### src/rtl/step_if_pkg.sv
// Shared definitions for the step/dir receive path: FSM encoding, bus widths
// and the direction polarity constant.
package step_if_pkg;

  localparam int X_W      = 64;
  localparam int PERIOD_W = 32;
  localparam int IDLE_W   = 16;

  // dir pin level that means "move in the positive direction"
  localparam logic DIR_POS = 1'b1;

  typedef enum logic [1:0] {
    ST_ARM  = 2'd0,
    ST_LOW  = 2'd1,
    ST_HIGH = 2'd2
  } step_state_t;

  // +1 for the positive direction, -1 (all ones) otherwise
  function automatic logic [X_W-1:0] step_delta(input logic d);
    return (d == DIR_POS) ? X_W'(1) : {X_W{1'b1}};
  endfunction

endpackage

### src/rtl/step_dir_decoder_if.sv
// Signal bundle between the step/dir decoder and its host logic.
// slave = decoder side, master = host/driver side.
interface step_dir_decoder_if;
  import step_if_pkg::*;

  // Strobe semantics: load and clear_err are single-cycle pulses acted on in the
  // cycle they are high; step_seen is a single-cycle pulse. There is no
  // back-pressure anywhere on this bundle.
  logic                       step_in;
  logic                       dir_in;
  logic                       load;
  logic signed [X_W-1:0]      x_val;
  logic                       clear_err;

  logic signed [X_W-1:0]      x;
  logic                       dir;
  logic                       step_seen;
  logic                       err_width;
  logic                       err_dir;
  logic                       stopped;
  logic [PERIOD_W-1:0]        period;
  logic                       period_valid;
  step_state_t                fsm_state;

  modport slave (
    input  step_in, dir_in, load, x_val, clear_err,
    output x, dir, step_seen, err_width, err_dir, stopped,
           period, period_valid, fsm_state
  );

  modport master (
    output step_in, dir_in, load, x_val, clear_err,
    input  x, dir, step_seen, err_width, err_dir, stopped,
           period, period_valid, fsm_state
  );

endinterface

### src/rtl/sync_2ff.sv
// One-bit two-flop synchronizer for asynchronous pins; both flops clear to 0.
module sync_2ff (
  input  logic clk,
  input  logic reset,
  input  logic d,
  output logic q
);

  logic meta;

  always_ff @(posedge clk) begin
    if (reset) begin
      meta <= 1'b0;
      q    <= 1'b0;
    end else begin
      meta <= d;
      q    <= meta;
    end
  end

endmodule

### src/rtl/step_dir_decoder.sv
// Step/dir receiver: synchronizes the pins, counts step rising edges into a
// signed 64-bit position and flags timing errors. Optional STEP_PERIOD_EN adds
// a step-to-step period measurement.
module step_dir_decoder
  import step_if_pkg::*;
#(
  parameter int MIN_HIGH     = 4,
  parameter int DIR_SETUP    = 8,
  parameter int IDLE_TIMEOUT = 65535
) (
  input  logic               clk,
  input  logic               reset,
  step_dir_decoder_if.slave  bus
);

  localparam int HI_W = $clog2(MIN_HIGH + 2);
  localparam int DS_W = $clog2(DIR_SETUP + 2);
  localparam logic [HI_W-1:0]   HI_MAX   = HI_W'(MIN_HIGH);
  localparam logic [DS_W-1:0]   DS_MAX   = DS_W'(DIR_SETUP);
  localparam logic [IDLE_W-1:0] IDLE_MAX = IDLE_W'(IDLE_TIMEOUT);

  logic s_step, s_dir;
  logic s_step_d, s_dir_d;
  logic rise, dir_change;

  sync_2ff u_sync_step (.clk(clk), .reset(reset), .d(bus.step_in), .q(s_step));
  sync_2ff u_sync_dir  (.clk(clk), .reset(reset), .d(bus.dir_in),  .q(s_dir));

  assign rise       = s_step & ~s_step_d;
  assign dir_change = s_dir ^ s_dir_d;

  // The synchronizer outputs are forced low by reset, so ARM ignores them
  // until real pin samples have reached s_step (arm_cnt == 2).
  logic [1:0]        arm_cnt;
  step_state_t       state, state_nxt;
  logic [HI_W-1:0]   hi_cnt, hi_cnt_nxt;
  logic              count;
  logic              width_bad;

  always_ff @(posedge clk) begin
    if (reset) begin
      state  <= ST_ARM;
      hi_cnt <= '0;
    end else begin
      state  <= state_nxt;
      hi_cnt <= hi_cnt_nxt;
    end
  end

  always_comb begin
    state_nxt  = state;
    hi_cnt_nxt = hi_cnt;
    count      = 1'b0;
    width_bad  = 1'b0;
    case (state)
      ST_ARM: begin
        if (arm_cnt == 2'd2 && !s_step) state_nxt = ST_LOW;
      end
      ST_LOW: begin
        if (rise) begin
          count      = 1'b1;
          state_nxt  = ST_HIGH;
          hi_cnt_nxt = HI_W'(1);
        end
      end
      ST_HIGH: begin
        if (!s_step) begin
          state_nxt = ST_LOW;
          width_bad = (hi_cnt < HI_MAX);
        end else if (hi_cnt < HI_MAX) begin
          hi_cnt_nxt = hi_cnt + HI_W'(1);
        end
      end
      default: state_nxt = ST_ARM;
    endcase
  end

  // dir_stable_now is the number of cycles s_dir has held its current value,
  // so a dir change landing in the same cycle as the rise reads as zero.
  logic [DS_W-1:0]       dir_stable, dir_stable_now;
  logic                  dir_bad;
  logic signed [X_W-1:0] x_q, x_base;
  logic                  dir_q, seen_q, err_width_q, err_dir_q, stopped_q;
  logic [IDLE_W-1:0]     idle_cnt, idle_nxt;

  assign dir_stable_now = dir_change ? '0 : dir_stable;
  assign dir_bad        = count && (dir_stable_now < DS_MAX);
  assign x_base         = bus.load ? bus.x_val : x_q;
  assign idle_nxt       = count ? '0 :
                          (idle_cnt < IDLE_MAX) ? idle_cnt + IDLE_W'(1) : idle_cnt;

  always_ff @(posedge clk) begin
    if (reset) begin
      s_step_d    <= 1'b0;
      s_dir_d     <= 1'b0;
      arm_cnt     <= 2'd0;
      dir_stable  <= '0;
      x_q         <= '0;
      dir_q       <= 1'b0;
      seen_q      <= 1'b0;
      err_width_q <= 1'b0;
      err_dir_q   <= 1'b0;
      idle_cnt    <= '0;
      stopped_q   <= 1'b1;
    end else begin
      s_step_d    <= s_step;
      s_dir_d     <= s_dir;
      if (arm_cnt != 2'd2) arm_cnt <= arm_cnt + 2'd1;
      dir_stable  <= (dir_stable_now < DS_MAX) ? dir_stable_now + DS_W'(1) : dir_stable_now;
      x_q         <= count ? x_base + step_delta(s_dir) : x_base;
      if (count) dir_q <= s_dir;
      seen_q      <= count;
      // a new error in the same cycle as clear_err wins
      err_width_q <= width_bad | (err_width_q & ~bus.clear_err);
      err_dir_q   <= dir_bad   | (err_dir_q   & ~bus.clear_err);
      idle_cnt    <= idle_nxt;
      stopped_q   <= count ? 1'b0 : (stopped_q | (idle_nxt == IDLE_MAX));
    end
  end

`ifdef STEP_PERIOD_EN
  // Counter restarts at 1 on the counting edge so that rises N cycles apart
  // report period = N.
  logic [PERIOD_W-1:0] per_cnt, period_q;
  logic                period_valid_q;

  always_ff @(posedge clk) begin
    if (reset) begin
      per_cnt        <= '0;
      period_q       <= '0;
      period_valid_q <= 1'b0;
    end else begin
      if (count)                per_cnt <= PERIOD_W'(1);
      else if (per_cnt != '1)   per_cnt <= per_cnt + PERIOD_W'(1);
      if (count) begin
        period_q       <= per_cnt;
        period_valid_q <= ~stopped_q;
      end
    end
  end

  assign bus.period       = period_q;
  assign bus.period_valid = period_valid_q;
`else
  assign bus.period       = '0;
  assign bus.period_valid = 1'b0;
`endif

  assign bus.x         = x_q;
  assign bus.dir       = dir_q;
  assign bus.step_seen = seen_q;
  assign bus.err_width = err_width_q;
  assign bus.err_dir   = err_dir_q;
  assign bus.stopped   = stopped_q;
  assign bus.fsm_state = state;

endmodule

### src/flat_wrapper.sv
// flat-port wrapper written by rule: the top's interface ports become plain ports
module step_dir_decoder_flat import step_if_pkg::*;
#(
  parameter int MIN_HIGH     = 4,
  parameter int DIR_SETUP    = 8,
  parameter int IDLE_TIMEOUT = 65535
)
  (clk, reset, bus_step_in, bus_dir_in, bus_load, bus_x_val, bus_clear_err, bus_x, bus_dir, bus_step_seen, bus_err_width, bus_err_dir, bus_stopped, bus_period, bus_period_valid, bus_fsm_state);
  step_dir_decoder_if bus_i ();
  input  logic clk;
  input  logic reset;
  input wire logic [$bits(bus_i.step_in)-1:0] bus_step_in;
  input wire logic [$bits(bus_i.dir_in)-1:0] bus_dir_in;
  input wire logic [$bits(bus_i.load)-1:0] bus_load;
  input wire logic [$bits(bus_i.x_val)-1:0] bus_x_val;
  input wire logic [$bits(bus_i.clear_err)-1:0] bus_clear_err;
  output wire logic [$bits(bus_i.x)-1:0] bus_x;
  output wire logic [$bits(bus_i.dir)-1:0] bus_dir;
  output wire logic [$bits(bus_i.step_seen)-1:0] bus_step_seen;
  output wire logic [$bits(bus_i.err_width)-1:0] bus_err_width;
  output wire logic [$bits(bus_i.err_dir)-1:0] bus_err_dir;
  output wire logic [$bits(bus_i.stopped)-1:0] bus_stopped;
  output wire logic [$bits(bus_i.period)-1:0] bus_period;
  output wire logic [$bits(bus_i.period_valid)-1:0] bus_period_valid;
  output wire logic [$bits(bus_i.fsm_state)-1:0] bus_fsm_state;
  assign bus_i.step_in = bus_step_in;
  assign bus_i.dir_in = bus_dir_in;
  assign bus_i.load = bus_load;
  assign bus_i.x_val = bus_x_val;
  assign bus_i.clear_err = bus_clear_err;
  assign bus_x = bus_i.x;
  assign bus_dir = bus_i.dir;
  assign bus_step_seen = bus_i.step_seen;
  assign bus_err_width = bus_i.err_width;
  assign bus_err_dir = bus_i.err_dir;
  assign bus_stopped = bus_i.stopped;
  assign bus_period = bus_i.period;
  assign bus_period_valid = bus_i.period_valid;
  assign bus_fsm_state = bus_i.fsm_state;
  step_dir_decoder #(.MIN_HIGH(MIN_HIGH), .DIR_SETUP(DIR_SETUP), .IDLE_TIMEOUT(IDLE_TIMEOUT)) u_core (.clk(clk), .reset(reset), .bus(bus_i));
endmodule
### config.mk
export PLATFORM = sky130hd
export DESIGN_NAME = step_dir_decoder_flat
export DESIGN_NICKNAME = d
export VERILOG_FILES = /design/src/rtl/step_if_pkg.sv /design/src/rtl/step_dir_decoder_if.sv /design/src/rtl/sync_2ff.sv /design/src/rtl/step_dir_decoder.sv /design/src/flat_wrapper.sv
export SDC_FILE = /design/constraint.sdc
export NUM_CORES = 1
export LEC_CHECK = 0
export ABC_AREA = 1
export BUFFER_PORTS_ARGS = -buffer_cell sky130_fd_sc_hd__buf_2
export CORE_MARGIN = 2
export CORE_UTILIZATION = 45
export CTS_CLUSTER_DIAMETER = 50
export DETAILED_ROUTE_END_ITERATION = 8
export GPL_TIMING_DRIVEN = 0
export PLACE_DENSITY = 0.7
export SLEW_MARGIN = 0
export SYNTH_ARGS = -nofsm -noshare
export SYNTH_HDL_FRONTEND = slang
export SYNTH_SLANG_ARGS = --single-unit
### constraint.sdc
create_clock -name clk -period 3.6 [get_ports clk]
set_clock_uncertainty 0.05 [all_clocks]
set_input_delay 0.36 -clock clk [delete_from_list [all_inputs] [get_ports clk]]
set_output_delay 0.36 -clock clk [all_outputs]
set_load 0.01 [all_outputs]
==> metrics.md, run 1 <==
| Metric | Value |
|---|---|
| R2R Path End | `u_core.bus.x[53]$_SDFF_PP0_` |
| CTS buffer count | `9` |
| Vias per cell | `4.96` |
| Highest-count cells in the layout ignoring fill and taps | `nand2_1 (780), inv_1 (252), nor2_1 (165)` |
| Slowest cell delay on critical path | `670 ps` |
| Initial antenna violation count | `0` |
| Seq cells post-synth | `102` |
| Post_cts resized | `0` |
| Reg clk slew, reported paths | `80 ps` |
| Total die area | `23500 um^2` |
| Layout area overhead | `14.8%` |
| Hold path cells | `3` |
| Setup WS post-layout | `402 ps` |
| Final Wtd Congestion | `0.960` |
| Mapped cell area | `10000 um^2` |
| Antenna cell count | `0` |
| CTS Hold Bufs | `0` |
| Pins Over Slew Limit | `0` |
| Share of cells above drive strength 1 | `10.8%` |
| H-tree Lvls | `3` |
| Residual DRC | `0` |
| Cell Int Power | `2.35 mW` |
| Main combinational cell family by area after synthesis | `simple AND/OR/NAND/NOR gates` |
| Reg-to-Reg Start | `u_core.u_sync_dir.q$_SDFF_PP0_` |
| R2R Setup Slk | `400 ps` |
| Clk network pwr share | `26.4%` |
| Longest Clk Path Bufs | `2` |
| Total core area | `21800 um^2` |
| Type of origin of the critical path | `register` |
| Leakage | `6.64 nW` |
| Worst Hold End | `u_core.u_sync_step.meta$_SDFF_PP0_` |
| HP Start | `bus_step_in` |
| RSZ-0062 raised after global routing | `no` |
| Total of max-cap violations | `0` |
| Number of global-route vias before repair | `10300` |
| DIE HEIGHT | `153 um` |
| Num Clock Sinks | `102` |
| Initial Util | `45.9%` |
| Initial DRT Pass Iterations | `6` |
| Sequential share of power | `30.5%` |
| Fin Hold WS | `156 ps` |
| Synth Area in XOR/XNOR | `2.01%` |
| Vias after detailed routing | `11400` |
| Slew HR | `36.5%` |
| Synth Warn # | `0` |
| Sequential fraction of the synthesis area | `20.4%` |
| Syn Area/Cell | `5.49 um^2` |
| Combinational power share | `43.1%` |
| Sw Share | `42.6%` |
| Worst skew pair latency | `370 ps` |
| Worst endpoint required time | `3800 ps` |
| Worst vdd ir | `0.216 mV` |
| First-pass GRT wire length | `53600 um` |
| Pin count of the biggest net entering global routing | `76` |
| Post-Syn Instances | `1825` |
| Final Net Count | `2152` |
| PortBufs | `139` |
| Top FF cell, synth | `dfxtp_1` |
| Critical path's slowest cell | `inv_4` |
| Post-synthesis mux area share | `0%` |
| Outcome | `complete, no violations` |
| Synth Area in Compound Gates | `11.0%` |
| Grt ovf | `0` |
| Synth Area in Simple Gates | `43.7%` |
| Layout Utilization | `52.7%` |
| I/O pin total | `174` |
| CTS tree | `done` |
| NetSw | `1.74 mW` |
| CP cell instances | `inv_4 -> ha_1 -> nand2_1 -> inv_1 -> a21oi_1 -> o21ai_0 -> inv_1 -> nand3_1 -> nand2_1 -> nand3_1 -> nand3_1 -> nand2_1` |
| DP Wirelength | `27900 um` |
| Post-place setup slack | `220 ps` |
| Synth Area in Adders | `9.44%` |
| Hold Vio Cnt, Final | `0` |
| Drt total wl | `33900 um` |
| Worst-path fanout max | `75` |
| Final setup vio count | `0` |
| Number of unique standard cell types used by synthesis | `37` |
| Worst EP arrival | `3400 ps` |
| Root Driver | `clkbuf_16` |
| Die Wd | `153 um` |
| Initial DRC Count | `934` |
| Setup crit end kind | `register` |
| Post-route ant nets | `0` |
| Commonest non-fill, non-tap cell in the layout | `nand2_1` |
| Std-Cell Rows | `54` |
| Fin crit share | `88.8%` |
| Gr usage total | `28.8%` |
| Actual slew at the worst max-slew pin | `952 ps` |
| PD cells | `355 nW/um^2` |
| Worst min path class | `in -> reg` |
| DR WL/cell | `14.8 um` |
| Fmax | `313 MHz` |
| FF-to-FF path depth | `12` |
| CP Class | `reg -> reg` |
| Asr flop ratio synth | `0%` |
| Fin crit period | `3200 ps` |
| Postcts setup bufs | `0` |
| Post-synth EDFFs | `0` |
[cell type report]
cell class / count / area, um^2
Fill cell: 2420 / 10300
Sequential cell: 102 / 2040
Timing Repair Buffer: 139 / 696
Inverter: 259 / 975
Multi-Input combinational cell: 1434 / 6760
Clock inverter: 6 / 73.8
Clock buffer: 10 / 239
Buffer: 62 / 369
Tap cell: 280 / 350
[metal layers]
layer / global-route usage (%) / part of all wire [%] / vias to the layer above
met5: 0 / 0 / -
met4: 7.01 / 1.8 / 0
met3: 3.09 / 6.5 / 32
met2: 45.7 / 43 / 354
met1: 41.8 / 49 / 5024
li1: - / - / 5969
[Yosys cell counts (6+ instances only)]
library cell / instances / area share [%]
a21oi_1: 111 / 5.5
buf_4: 34 / 2.5
clkbuf_1: 24 / 0.90
dfxtp_1: 102 / 20
ha_1: 74 / 9.2
inv_1: 253 / 9.5
inv_2: 6 / 0.22
nand2_1: 780 / 29
nand2_2: 6 / 0.37
nand3_1: 88 / 4.4
nand3b_1: 10 / 0.75
nand4_1: 8 / 0.50
nor2_1: 165 / 6.2
nor3_1: 15 / 0.75
o21ai_0: 79 / 3.9
o21bai_1: 13 / 0.97
xnor2_1: 17 / 1.5
xor2_1: 6 / 0.52
[worst max-delay path by stage]
stage,startpoint,end,slack [ps],depth (start not counted)
final,u_core.u_sync_dir.q$_SDFF_PP0_,u_core.bus.x[53]$_SDFF_PP0_,400,12
after global routing,u_core.u_sync_dir.q$_SDFF_PP0_,u_core.bus.x[53]$_SDFF_PP0_,200,13
after global placement,u_core.u_sync_dir.q$_SDFF_PP0_,u_core.bus.x[46]$_SDFF_PP0_,-1020,12
after detailed placement,bus_load,u_core.bus.x[53]$_SDFF_PP0_,220,16
after floorplan,u_core.u_sync_dir.q$_SDFF_PP0_,u_core.bus.x[51]$_SDFF_PP0_,350,12
after CTS,u_core.u_sync_dir.q$_SDFF_PP0_,u_core.bus.x[51]$_SDFF_PP0_,460,12
[through the flow]
stage               area [um^2]  std cells  power [mW]  setup TNS, ps
floorplan                 10100       1857        2.48              0
global placement          11200       2276        2.97         -45270
detailed placement        11200       2276        2.99              0
CTS                       11500       2292        4.07              0
global route              11500       2292        4.38              0
finish                    11500       2292        4.09              0
[cell families (layout without fill, tap and decap cells)]
| kind of cell | after synthesis | count (layout) |
|---|---|---|
| flip-flops | 102 | 102 |
| other | 1 | 33 |
| AND/OR/NAND/NOR | 1092 | 1092 |
| AO/OA/AOI/OAI | 211 | 211 |
| buffers and inverters | 321 | 476 |
| adder cells (fa/ha/maj) | 75 | 75 |
| XOR/XNOR | 23 | 23 |
[power by group through the flow]
stage	registers, mW	logic, mW	clock network (mW)
CTS	1.25	1.73	1.10
detailed placement	1.27	1.72	0
finish	1.25	1.76	1.08
floorplan	1.29	1.19	0
global route	1.25	1.99	1.14
global placement	1.27	1.71	0
[state kept, by name, summed over array words and instances (netlist names), 2 cells and up]
register              cells
u_core.bus.x             64
u_core.idle_cnt          16
u_core.hi_cnt             3
u_core.dir_stable         4
u_core.bus.fsm_state      2
u_core.arm_cnt            2
[critical path: cells and delay by family (launching register included)]
family	cells	cell delay [ps]
and+or+nand+nor	6	1010
buffers and inverters	3	820
adders and majority gates	1	420
AOI/OAI and AO/OA	2	400
DFF	1	350
Note: power is estimated with default switching activity, not from simulation.
==> run 2, diff against run 1 <==
--- a/config.mk
+++ b/config.mk
@@ -7,6 +7,8 @@
 export LEC_CHECK = 0
 export ABC_AREA = 1
 export BUFFER_PORTS_ARGS = -buffer_cell sky130_fd_sc_hd__buf_2
+export CAP_MARGIN = 15
+export CORE_ASPECT_RATIO = 1.75
 export CORE_MARGIN = 2
 export CORE_UTILIZATION = 45
 export CTS_CLUSTER_DIAMETER = 50
==> run 2 against run 1 <==
Combinational power increased by 3%. Via count up 1.2%. Power increased by 1.2%. Critical path depth rose by 3. Setup slack worse by 170 ps. Non-clock buffer count is the same. Maximum frequency decreased by 5.0%. Cell count is 0.70% higher. First-iteration DRC count decreased by 38%. Flip-flop and latch count did not move. Cell area increased by 0.16%. Global-route usage up 2.8 points. Critical path type unchanged.
==> metrics.md, run 2 (same netlist as run 1, synthesis figures left out) <==
| Metric | Value |
|---|---|
| Setup crit end kind | `register` |
| Placed insts | `2292` |
| Design Power | `4.13 mW` |
| Final setup vio count | `0` |
| Final Net Count | `2152` |
| Initial Util | `45.6%` |
| Fillers | `2495` |
| CTS buffer count | `9` |
| CTS tree | `done` |
| Initial DRC Count | `582` |
| DIE HEIGHT | `201 um` |
| Drt total wl | `37400 um` |
| I/O pin total | `174` |
| H-tree Lvls | `3` |
| Cell mode on critical path | `nand2_1` |
| Total die area | `23500 um^2` |
| Fin crit period | `3370 ps` |
| PortBufs | `139` |
| Pins Over Slew Limit | `0` |
| Longest Clk Path Bufs | `2` |
| CTS Hold Bufs | `0` |
| Post-route ant nets | `0` |
| Setup WS post-layout | `235 ps` |
| Initial DRT Pass Iterations | `6` |
| RSZ-0062 raised after global routing | `no` |
| Worst vdd ir | `0.244 mV` |
| Die Wd | `117 um` |
| Worst skew pair latency | `370 ps` |
| PD cells | `359 nW/um^2` |
| CP Class | `reg -> reg` |
| Critical path's slowest cell | `inv_4` |
| Actual slew at the worst max-slew pin | `1220 ps` |
| Worst Hold End | `u_core.u_sync_step.meta$_SDFF_PP0_` |
| FF-to-FF path depth | `15` |
| Area occupied by multi-input gates | `6760 um^2` |
| Worst EP arrival | `3580 ps` |
| Total core area | `22000 um^2` |
| Leakage | `6.65 nW` |
| Final non-filler cell total | `2308` |
| Worst-path fanout max | `75` |
| R2R Setup Slk | `230 ps` |
| Antenna cell count | `0` |
| Reg clk slew, reported paths | `80 ps` |
| DP Wirelength | `31500 um` |
| Final Wtd Congestion | `1.05` |
| Num Clock Sinks | `102` |
| FF/Latch Area | `2040 um^2` |
| Gr usage total | `31.6%` |
| Pin count of the biggest net entering global routing | `76` |
| Hold path cells | `3` |
| Share of cells above drive strength 1 | `10.8%` |
| HP Start | `bus_step_in` |
| Sequential share of power | `30.1%` |
| Sw Share | `43.5%` |
| R2R Path End | `u_core.bus.x[61]$_SDFF_PP0_` |
| Number of global-route vias before repair | `10800` |
| Largest register FFs | `64` |
| Vias after detailed routing | `11500` |
| Outcome | `complete, no violations` |
| Residual DRC | `0` |
| Worst endpoint required time | `3810 ps` |
| Fin Hold WS | `139 ps` |
| Commonest non-fill, non-tap cell in the layout | `nand2_1` |
| NetSw | `1.80 mW` |
| Postcts setup bufs | `0` |
| Type of origin of the critical path | `register` |
| Vias per cell | `4.99` |
| DR WL/cell | `16.2 um` |
| Root Driver | `clkbuf_16` |
| Post_cts resized | `0` |
| Std-Cell Rows | `72` |
| Slew HR | `18.5%` |
| Cell Int Power | `2.33 mW` |
| Fin crit share | `93.5%` |
| CP cell instances | `inv_4 -> ha_1 -> nand2_1 -> nor2_1 -> inv_1 -> nor2_1 -> nor2_1 -> nand2_1 -> nand2_1 -> nand2_1 -> nand2_1 -> nand2_1 -> nand2_1 -> nand3_1 -> nand2_1` |
| Slowest cell delay on critical path | `710 ps` |
| Hold Vio Cnt, Final | `0` |
| Total of max-cap violations | `0` |
| Worst min path class | `in -> reg` |
| Reg-to-Reg Start | `u_core.u_sync_dir.q$_SDFF_PP0_` |
| Fmax | `297 MHz` |
| Grt ovf | `0` |
| Clk network pwr share | `25.8%` |
| Highest-count cells in the layout ignoring fill and taps | `nand2_1 (780), inv_1 (252), nor2_1 (165)` |
| Combinational power share | `44.0%` |
| Post-place setup slack | `98.1 ps` |
| Initial antenna violation count | `0` |
| Layout area overhead | `15.0%` |
| First-pass GRT wire length | `55700 um` |
run 2: changes by cell type in the layout (fill, tap and decap cells not counted), sizes merged:
cell	delta
clkbuf	-1
clkinv	+2
clkinvlp	-2
inv	+1
run 2: routing by layer:
layer | part of all wire, % | track usage [%] | wire (um) | up-vias
met5 | 0 | 0 | 0 | -
met4 | 9.4 | 25.6 | 3520 | 0
met3 | 3.3 | 3.37 | 1250 | 133
met2 | 53 | 59.8 | 19800 | 363
met1 | 34 | 29.1 | 12900 | 5046
li1 | - | - | - | 5970
run 2: cell type report:
cell class | instances | area share [%]
Multi-Input combinational cell | 1434 | 58.7
Clock buffer | 9 | 1.95
Tap cell | 296 | 3.21
Sequential cell | 102 | 17.7
Inverter | 259 | 8.46
Buffer | 62 | 3.20
Clock inverter | 7 | 0.749
Timing Repair Buffer | 139 | 6.04
run 2: critical path: cells and delay by family, from the launching register on:
| kind | cells | cell delay (ps) |
|---|---|---|
| simple gates | 12 | 1710 |
| buf+inv | 2 | 790 |
| flops | 1 | 350 |
| fa+ha+maj | 1 | 340 |
run 2: how the worst max path moves through the flow:
stage,end,startpoint
after floorplan,u_core.bus.x[51]$_SDFF_PP0_,u_core.u_sync_dir.q$_SDFF_PP0_
after global placement,u_core.bus.x[61]$_SDFF_PP0_,u_core.u_sync_dir.q$_SDFF_PP0_
after detailed placement,u_core.bus.x[61]$_SDFF_PP0_,bus_load
after CTS,u_core.bus.x[61]$_SDFF_PP0_,u_core.u_sync_dir.q$_SDFF_PP0_
after global routing,u_core.bus.x[61]$_SDFF_PP0_,u_core.u_sync_dir.q$_SDFF_PP0_
final,u_core.bus.x[61]$_SDFF_PP0_,u_core.u_sync_dir.q$_SDFF_PP0_
run 2: power by group through the flow:
stage	logic [mW]	registers (mW)	clock network [mW]
finish	1.82	1.25	1.07
global route	2.02	1.25	1.12
CTS	1.80	1.25	1.09
detailed placement	1.79	1.27	0
global placement	1.77	1.27	0
floorplan	1.19	1.29	0
run 2: per-stage QoR:
step	area, um^2	util [%]	TNS (ps)
after floorplan	10100	-	0
after global placement	11200	51.0	-47410
after detailed placement	11200	51.0	0
after CTS	11500	52.4	0
after global routing	11500	52.4	0
final	11500	52.4	0
